$ cat config.mk
export PLATFORM = sky130hd
export DESIGN_NAME = fsm_shift_combine_param
export DESIGN_NICKNAME = d
export VERILOG_FILES = /design/src/rtl/fsm_shift_combine_param.sv
export SDC_FILE = /design/constraint.sdc
export NUM_CORES = 1
export LEC_CHECK = 0
export ABC_AREA = 1
export CAP_MARGIN = 10
export CORE_MARGIN = 3
export CORE_UTILIZATION = 55
export DETAILED_ROUTE_END_ITERATION = 16
export PLACE_DENSITY = 0.77
export SYNTH_ARGS = -nofsm -noshare
export SYNTH_HDL_FRONTEND = slang
export SYNTH_SLANG_ARGS = --single-unit
$ cat constraint.sdc
create_clock -name clk -period 5.2 [get_ports clk]
set_input_delay 0.78 -clock clk [delete_from_list [all_inputs] [get_ports clk]]
set_output_delay 0.78 -clock clk [all_outputs]
set_load 0.005 [all_outputs]
$ cat src/rtl/fsm_shift_combine_param.sv
// Two-operand shift/combine engine: captures A/B when both are valid, runs SHIFT then COMBINE,
// and holds the 2*DATA_W result under a valid/ready handshake until it is accepted.
module fsm_shift_combine_param #(
    parameter int DATA_W  = 8,
    parameter int SHIFT_W = 3,
    parameter int CNT_W   = 8
) (
    input  logic                  clk,
    input  logic                  reset,
    input  logic                  data_in1_valid,
    input  logic                  data_in2_valid,
    input  logic [DATA_W-1:0]     data_in1,
    input  logic [DATA_W-1:0]     data_in2,
    input  logic [1:0]            mode,
    input  logic [SHIFT_W-1:0]    shamt,
    output logic                  data_in_ready,
    input  logic                  out_ready,
    output logic [2*DATA_W-1:0]   data_out,
    output logic                  output_valid,
    output logic                  busy,
    output logic [CNT_W-1:0]      result_count
);

    localparam int RES_W = 2 * DATA_W;

    typedef enum logic [1:0] {
        ST_IDLE    = 2'd0,
        ST_SHIFT   = 2'd1,
        ST_COMBINE = 2'd2,
        ST_HOLD    = 2'd3
    } state_t;

    state_t               r_state;
    state_t               w_state_next;
    logic [DATA_W-1:0]    r_a;
    logic [DATA_W-1:0]    r_b;
    logic [1:0]           r_mode;
    logic [SHIFT_W-1:0]   r_shamt;
    logic [RES_W-1:0]     r_s;
    logic [RES_W-1:0]     r_data_out;
    logic                 r_valid;
    logic [CNT_W-1:0]     r_count;

    logic                 w_capture;
    logic                 w_load_s;
    logic                 w_load_out;
    logic                 w_accept;
    logic                 w_ready;
    logic                 w_busy;

    logic [RES_W-1:0]     w_cat;
    logic [RES_W-1:0]     w_shl;
    logic [2*RES_W-1:0]   w_dbl;
    logic [RES_W-1:0]     w_rot;
    logic [RES_W-1:0]     w_prod;
    logic [RES_W-1:0]     w_s_next;

    // State register
    always_ff @(posedge clk) begin
        if (!reset) begin
            r_state <= ST_IDLE;
        end else begin
            r_state <= w_state_next;
        end
    end

    // Next-state logic
    always_comb begin
        w_state_next = r_state;
        case (r_state)
            ST_IDLE:    if (data_in1_valid && data_in2_valid) w_state_next = ST_SHIFT;
            ST_SHIFT:   w_state_next = ST_COMBINE;
            ST_COMBINE: w_state_next = ST_HOLD;
            ST_HOLD:    if (out_ready) w_state_next = ST_IDLE;
            default:    w_state_next = ST_IDLE;
        endcase
    end

    // Output / control decode
    always_comb begin
        w_ready    = 1'b0;
        w_busy     = 1'b1;
        w_capture  = 1'b0;
        w_load_s   = 1'b0;
        w_load_out = 1'b0;
        w_accept   = 1'b0;
        case (r_state)
            ST_IDLE: begin
                w_ready   = 1'b1;
                w_busy    = 1'b0;
                w_capture = data_in1_valid && data_in2_valid;
            end
            ST_SHIFT:   w_load_s   = 1'b1;
            ST_COMBINE: w_load_out = 1'b1;
            ST_HOLD:    w_accept   = out_ready;
            default: begin
                w_ready = 1'b0;
                w_busy  = 1'b1;
            end
        endcase
    end

    // Rotation takes the upper half of the doubled operand pair shifted left.
    assign w_cat  = {r_a, r_b};
    assign w_shl  = {{DATA_W{1'b0}}, r_a} << r_shamt;
    assign w_dbl  = {w_cat, w_cat} << r_shamt;
    assign w_rot  = w_dbl[2*RES_W-1:RES_W];
    assign w_prod = {{DATA_W{1'b0}}, r_a} * {{DATA_W{1'b0}}, r_b};

    always_comb begin
        w_s_next = w_cat;
        case (r_mode)
            2'b00:   w_s_next = w_cat;
            2'b01:   w_s_next = w_shl;
            2'b10:   w_s_next = w_rot;
            default: w_s_next = w_prod;
        endcase
    end

    always_ff @(posedge clk) begin
        if (!reset) begin
            r_a        <= '0;
            r_b        <= '0;
            r_mode     <= '0;
            r_shamt    <= '0;
            r_s        <= '0;
            r_data_out <= '0;
            r_valid    <= 1'b0;
            r_count    <= '0;
        end else begin
            if (w_capture) begin
                r_a     <= data_in1;
                r_b     <= data_in2;
                r_mode  <= mode;
                r_shamt <= shamt;
            end
            if (w_load_s) begin
                r_s <= w_s_next;
            end
            if (w_load_out) begin
                r_data_out <= r_s;
                r_valid    <= 1'b1;
            end
            if (w_accept) begin
                r_valid <= 1'b0;
                r_count <= r_count + CNT_W'(1);
            end
        end
    end

    assign data_in_ready = w_ready;
    assign busy          = w_busy;
    assign data_out      = r_data_out;
    assign output_valid  = r_valid;
    assign result_count  = r_count;

endmodule

# After elaboration in Yosys (flattened, before gate mapping)
# Cells that the tools add are included.
# Widths: inputs -> output; s select.
word_totals:
  reg_bits: 64
  output_inout_bits: 27
  wordCells: 36
  inputBits: 26
classes:
  n_mul: 1
  mux: 10
  shifts: 2
  eq_ne: 7
  add_sub_neg: 1
  n_bitwise: 1
  reduce_logical: 5
ops:
  columns: ["operator", "n"]
  rows:
  - ["$pmux 16 s3", 1]
  - ["$shl 32x3->32", 1]
  - ["$mul 8x8->16", 1]
  - ["$shl 8x3->16", 1]
  - ["$add 8x1->8 const B", 1]
  - ["$pmux 2 s4", 1]
  - ["$eq 2x2->1 const B", 3]
  - ["$mux 1", 6]
  - ["$eq 2x1->1 const B", 2]
  - ["$logic_not 2->1", 2]
  - ["$mux 2", 2]
  - ["$ne 2x2->1 const B", 2]
  - ["$reduce_and 2->1", 1]
  - ["$reduce_or 2->1", 1]
  - ["$logic_and 1x1->1", 1]
  - ["$not 1->1", 1]

# Logic depth before layout (Yosys ltp)
# Gate-level depths: netlist of run 1.
logic_depth:
  depth_word: 3
  depth_mapped: 22
  ltp_nobuf: 21

# Least setup slack after synthesis of run 1
# OpenSTA, ideal clock, no wires.
synth_path:
  kind: "reg-to-reg"
  from: "register r_a[0]"
  to: "register r_s[13]"
  period_less_slack_ps: 3950
  n_path_buf: 1
  arrival_time_ps: 3880
  t_required_ps: 5130
  stages_incl_launch_ff: 20
  slack_ps: 1250
  setup_time_ps: 70
  cell_sequence: "dfxtp_1 clkbuf_1 nand2_1 fa_1 fa_1 inv_1 fa_1 inv_1 fa_1 inv_1 ha_1 nand2_1 inv_1 nand2_1 nand2_1 nand2_1 nand3_1 nand2_1 nand3_1 a21oi_1"
synth_between:
  elab_chain_cells: 2
  word_cells_on_any_way: 4
  cone_classes: "mul: 1; shift: 2; mux: 1"
synth_rtl:
  columns: ["item", "line", "text"]
  rows:
  - ["start: declaration", "35", "logic [DATA_W-1:0] r_a;"]
  - ["start signal: assignment", "132", "r_a <= data_in1;"]
  - ["$mul 8x8->16 (tied with other cells)", "108", "assign w_prod = {{DATA_W{1'b0}}, r_a} * {{DATA_W{1'b0}}, r_b};"]
  - ["$pmux 16 s3 *", "112", "case (r_mode)"]
  - ["end signal: assignment", "138", "r_s <= w_s_next;"]
  - ["end: declaration", "39", "logic [RES_W-1:0] r_s;"]
# Mark *: on every way between the ends. The rest lies on a longest branch, timed or not.
# A chain may end at the register's enable or synchronous reset.

# Final worst setup path of run 1
layout_path:
  from: "register r_a[0]"
  to: "register r_s[11]"
# Same word-level chain as after synthesis.

==> results.yml, run 1 <==
timing:
  finalCritPeriodShare: 0.805
  hold_viol: 0
  setup_viol: 0
  rsz0062_at_grt: "false"
  fmax_ghz: 0.239
  worst_pin_slew_ps: 738
  min_period_ps: 4190
  setup_tns_ps: 0
  slew_viol_final: 0
  fin_worst_skew_ps: 16.1
  max-slew-margin-rel: 0.507
cts:
  post_cts_resized: 0
  clk_latency_ps: 370
  cts_buffers: 9
  cts_tree: "done"
  clockRootBuffer: "clkbuf_8"
  cts_buffer_depth: 2
  htree_levels: 3
  cts_setup_buffers: 0
  cts_hold_buffers: 0
  cts.sinks: 64
  clk_pin_slew_worst_paths_ps: 90
routing:
  drt_first_pass_iters: 5
  met2_length_mm: 6.94
  top_layer: "met4"
  vias: 5617
  drt_iter0_markers: 468
  routedWlPerCell_um: 14.1
  vias_per_cell: 5.22
  drtAntennaViolNets: 0
  wl_met3_um: 908
  drc: 0
  drt-met1-wl_mm: 6.95
  drt_wl_total_mm: 15.2
run_status:
  run_status: "finished, final reports clean"
final_layout:
  drive_gt1_frac: 0.0392
  fin_nets: 1042
  area_delta_synth_final_pct: 11.5
  fin_util: 0.648
  fillerInstances: 961
  antenna_cells: 0
  final_cell_mix: "nand2_1 (250), inv_1 (166), nand3_1 (79)"
  layout_commonest_cell: "nand2_1"
floorplanning:
  initial_utilization: 0.581
  die_h_um: 109
  core_um2: 10000
  pin_count: 53
  die_w_um: 109
  die-area_um2: 11900
  fp-row-count: 36
synth:
  synthSimpleGateAreaFrac: 0.302
  synthAdderAreaFrac: 0.211
  synth_compound_area_frac: 0.108
  synth_nets: 1019
  muxShareOfSynthArea: 0
  synth_top_family_by_area: "simple AND/OR/NAND/NOR gates"
  synth_warnings: 0
  yosys.area_share.xor_xnor: 0.00600
  ys_top_cells_by_area: "dfxtp_1 (22%), nand2_1 (16%), fa_1 (12%)"
  syn_inst: 916
  synth.distinct_cells: 33
  synth_top_area_frac: 0.220
  synth_seq_cells: 64
  avgSynthCellArea_um2: 6.37
  synth-seq-area-share: 0.220
  syn_area_um2: 5840
  yosysTopAreaCell: "dfxtp_1"
worst_setup_path:
  path_delay_family: "adder cells"
  worstSetupPathType: "register to register"
  critPathBufInv: 3
  critPathMaxFanout: 13
  cp_slowest_cell: "dfxtp_1"
  arrival_ps: 4430
  required_ps: 5440
  worst_path_largest_cell_delay_ps: 640
  crit_chain: "nand2_1 > fa_1 > fa_1 > inv_1 > fa_1 > inv_1 > fa_1 > inv_1 > ha_1 > nand2_1 > nor2_1 > nand2_1 > nand3_1 > nand3_1 > nand2_1 > a21oi_1"
  endpoint_kind: "register"
  startpoint_type: "register"
global_route:
  grt_usage: 0.272
  grt_max_degree: 43
  grt_pass1_vias: 5245
  grt-ovfl-total: 0
  grt_pass1_wl_mm: 25.1
  antenna_found_initial: 0
pwr:
  ir_drop_v: 0.000214
  power_density_nw_per_um2: 315
  p_leak_nw: 3.57
flow_run:
  maxCapViolCount: 0
place:
  gp_routability_congestion: 1.03
  hpwl_mm: 11.6
  numPortBuffers: 52
worst_hold_path:
  holdCritPathClass: "register to register"
logic make-up (layout without fill, tap and decap cells):
| kind of cell | after synthesis | in the layout |
|---|---|---|
| and+or+nand+nor | 427 | 427 |
| xor gates and xnor gates | 4 | 4 |
| adders and majority gates | 77 | 77 |
| DFF | 64 | 64 |
| buffers and inverters | 220 | 248 |
| AOI/OAI and AO/OA | 124 | 124 |
power by group:
| group | internal (W) | total (W) | switching [W] |
|---|---|---|---|
| registers | 0.000617 | 0.000782 | 0.000164 |
| clock network | 0.000176 | 0.000396 | 0.000220 |
| logic | 0.000352 | 0.000875 | 0.000523 |
worst min-delay path: stages, from the launching register on:
cell	delay, ps
dfxtp_1	300
inv_1	60
a21oi_1	60
layer usage:
layer	global-route usage	vias to the layer above
li1	-	2855
met1	0.369	2551
met2	0.434	173
met3	0.0444	38
met4	0.105	0
met5	0	-
cells in the mapped netlist:
master and count:
nand2_1 250, inv_1 166, nand3_1 79, nor2_1 78, dfxtp_1 64, o21ai_0 63, a21oi_1 52, ha_1 41
fa_1 36, clkbuf_1 19, buf_2 15, inv_2 7, nand4_1 5, buf_6 4, nand2_2 4, buf_1 3
buf_4 3, nand3b_1 3, nor2_2 3, o21ai_1 3, xor2_1 3, a31oi_1 2, clkinv_1 2, nor3_1 2
a211oi_1 1, and2_1 1, inv_6 1, nand3_2 1, nor3b_2 1, o2111ai_1 1, o211ai_1 1, o22ai_1 1
xnor2_1 1
path summary, 6_finish.rpt:
path / slack (ps) / cells past startpoint / from / end
worst min-delay path: 470 / 2 / r_s[0]$_SDFFE_PN0N_ / data_out[0]$_SDFFE_PN0P_
worst max-delay path: 1010 / 16 / r_a[0]$_SDFFE_PN0P_ / r_s[11]$_SDFFE_PN0N_
worst min register to register: 470 / 2 / r_s[0]$_SDFFE_PN0N_ / data_out[0]$_SDFFE_PN0P_
worst max register to register: 1010 / 16 / r_a[0]$_SDFFE_PN0P_ / r_s[11]$_SDFFE_PN0N_
through the flow:
stage / hold slack [ps] / area, um2 / total power, W / cells / worst slack (ps)
final: 468 / 6510 / 0.00205 / 1077 / 1010
after detailed placement: 457 / 6330 / 0.00165 / 1061 / 997
after floorplan: 434 / 5840 / 0.00133 / 916 / 1250
after global placement: 454 / 6330 / 0.00165 / 1061 / 1080
after CTS: 468 / 6510 / 0.00205 / 1077 / 991
after global routing: 497 / 6510 / 0.00221 / 1077 / 705
sequential cells by signal (all words and copies together) (netlist names):
register	count
data_out	16
output_valid	1
r_a	8
r_b	8
r_mode	2
r_s	16
r_shamt	3
r_state	2
result_count	8
cell type report:
cell class / instances / area (um2) / share of cell area
multi-input combinational: 632 / 3660 / 0.563
sequential: 64 / 1280 / 0.197
inverter: 176 / 666 / 0.102
timing repair buffer: 56 / 551 / 0.0846
tap: 133 / 166 / 0.0256
clock buffer: 9 / 124 / 0.0190
clock inverter: 7 / 55.1 / 0.00846
Power figures use the tool's default switching activity.
==> run 2: changes to the inputs <==
==> constraint.sdc (replaced) <==
create_clock -name clk -period 4.2 [get_ports clk]
set_input_delay 0.63 -clock clk [delete_from_list [all_inputs] [get_ports clk]]
set_output_delay 0.63 -clock clk [all_outputs]
set_load 0.005 [all_outputs]
==> results.yml, run 2 (synthesized netlist as in run 1, its figures left out) <==
run_status:
  run_status: "finished, final reports clean"
global_route:
  grt_max_degree: 36
  grt-ovfl-total: 0
  grt_usage: 0.277
  antenna_found_initial: 0
  grt_pass1_vias: 5389
  grt_pass1_wl_mm: 25.7
cts:
  cts_buffer_depth: 2
  clockRootBuffer: "clkbuf_8"
  clk_latency_ps: 360
  cts_hold_buffers: 0
  htree_levels: 3
  cts_tree: "done"
  cts.sinks: 64
  clk_pin_slew_worst_paths_ps: 70
  cts_buffers: 9
final_layout:
  area_delta_synth_final_pct: 14.3
  layout_commonest_cell: "nand2_1"
  final_cell_mix: "nand2_1 (250), inv_1 (166), nand3_1 (79)"
  antenna_cells: 0
  fin_util: 0.664
  drive_gt1_frac: 0.0668
  fillerInstances: 963
  fin_nets: 1056
place:
  pre_cts_slack_ps: 82.6
  numPortBuffers: 52
  hpwl_mm: 12.0
  gp_routability_congestion: 1.02
timing:
  fin_worst_skew_ps: 7.98
  setup_tns_ps: 0
  slew_viol_final: 0
  worst_pin_slew_ps: 1120
  fmax_ghz: 0.255
  hold_viol: 0
  min_period_ps: 3930
  rsz0062_at_grt: "false"
  finalCritPeriodShare: 0.935
  setup_ws_ps: 272
  whs_ps: 469
  setup_viol: 0
  max-slew-margin-rel: 0.252
floorplanning:
  pin_count: 53
  die-area_um2: 11900
  core_um2: 10000
  die_h_um: 109
  initial_utilization: 0.581
  fp-row-count: 36
  die_w_um: 109
routing:
  vias_per_cell: 5.24
  vias: 5720
  drc: 0
  drt_wl_total_mm: 15.4
  routedWlPerCell_um: 14.1
  drt_iter0_markers: 429
  drt_first_pass_iters: 5
  drtAntennaViolNets: 0
worst_setup_path:
  worstSetupPathType: "register to register"
  required_ps: 4440
  arrival_ps: 4170
  endpoint_kind: "register"
  startpoint_type: "register"
  critPathMaxFanout: 9
pwr:
  ir_drop_v: 0.000298
  power_density_nw_per_um2: 397
  power_w: 0.00265
  p_leak_nw: 3.66
flow_run:
  maxCapViolCount: 0
worst_hold_path:
  holdCritPathClass: "register to register"
[run 2: changes by cell type in the layout (fill, tap and decap cells not counted), sizes merged]
cell | before | now
buf | 4 | 18
bufinv | 0 | 1
clkbuf | 9 | 10
clkinv | 5 | 4
inv | 176 | 175
[run 2: critical path: stages (launching register included)]
cell     delay [ps]
dfxtp_1         490
nand2_1         110
fa_1            480
fa_1            500
inv_1            50
fa_1            530
inv_1            50
fa_1            530
inv_1            40
ha_1            330
nand2_1         100
inv_1            80
nand2_1          70
nand2_1          60
nand2_1          50
nand3_1         100
nand2_1          70
nor2_1          130
nor2_1           50
[run 2: stage by stage]
| stage | cells | cell area, um2 |
|---|---|---|
| 6_report | 1091 | 6670 |
| 5_1_grt | 1091 | 6670 |
| 4_1_cts | 1091 | 6640 |
| 3_5_place_dp | 1075 | 6430 |
| 3_3_place_gp | 1075 | 6430 |
| 2_1_floorplan | 916 | 5840 |
[run 2: area by class of cell]
| type | count | area, um2 | area share |
|---|---|---|---|
| clock buffer | 10 | 138 | 0.0206 |
| clock inverter | 6 | 67.6 | 0.0101 |
| inverter | 176 | 666 | 0.0998 |
| multi-input combinational | 632 | 3680 | 0.551 |
| sequential | 64 | 1300 | 0.195 |
| tap | 133 | 166 | 0.0249 |
| timing repair buffer | 70 | 656 | 0.0983 |
[run 2: power by group]
group          internal [W]  switching, W
clock network      0.000292      0.000256
logic              0.000469      0.000693
registers          0.000770      0.000167
[run 2: final timing paths]
kind | end | depth (start not counted) | slack, ps | from
max | r_s[9]$_SDFFE_PN0N_ | 18 | 270 | r_b[2]$_SDFFE_PN0P_
min | result_count[7]$_SDFFE_PN0P_ | 2 | 470 | result_count[7]$_SDFFE_PN0P_
max reg2reg | r_s[9]$_SDFFE_PN0N_ | 18 | 270 | r_b[2]$_SDFFE_PN0P_
min reg2reg | result_count[7]$_SDFFE_PN0P_ | 2 | 470 | result_count[7]$_SDFFE_PN0P_
[run 2: what timing repair did]
| item | CTS | global route |
|---|---|---|
| buffers inserted | 0 | 0 |
| setup endpoints to repair | 0 | 9 |
| gates resized for setup | 0 | 15 |
[run 2: per-layer routing]
layer / GRT usage / vias to the layer above / wire [um]
met4: 0.121 / 0 / 614
met2: 0.416 / 208 / 6580
li1: - / 2888 / -
met1: 0.386 / 2572 / 7170
met5: 0 / - / 0
met3: 0.0574 / 52 / 1070
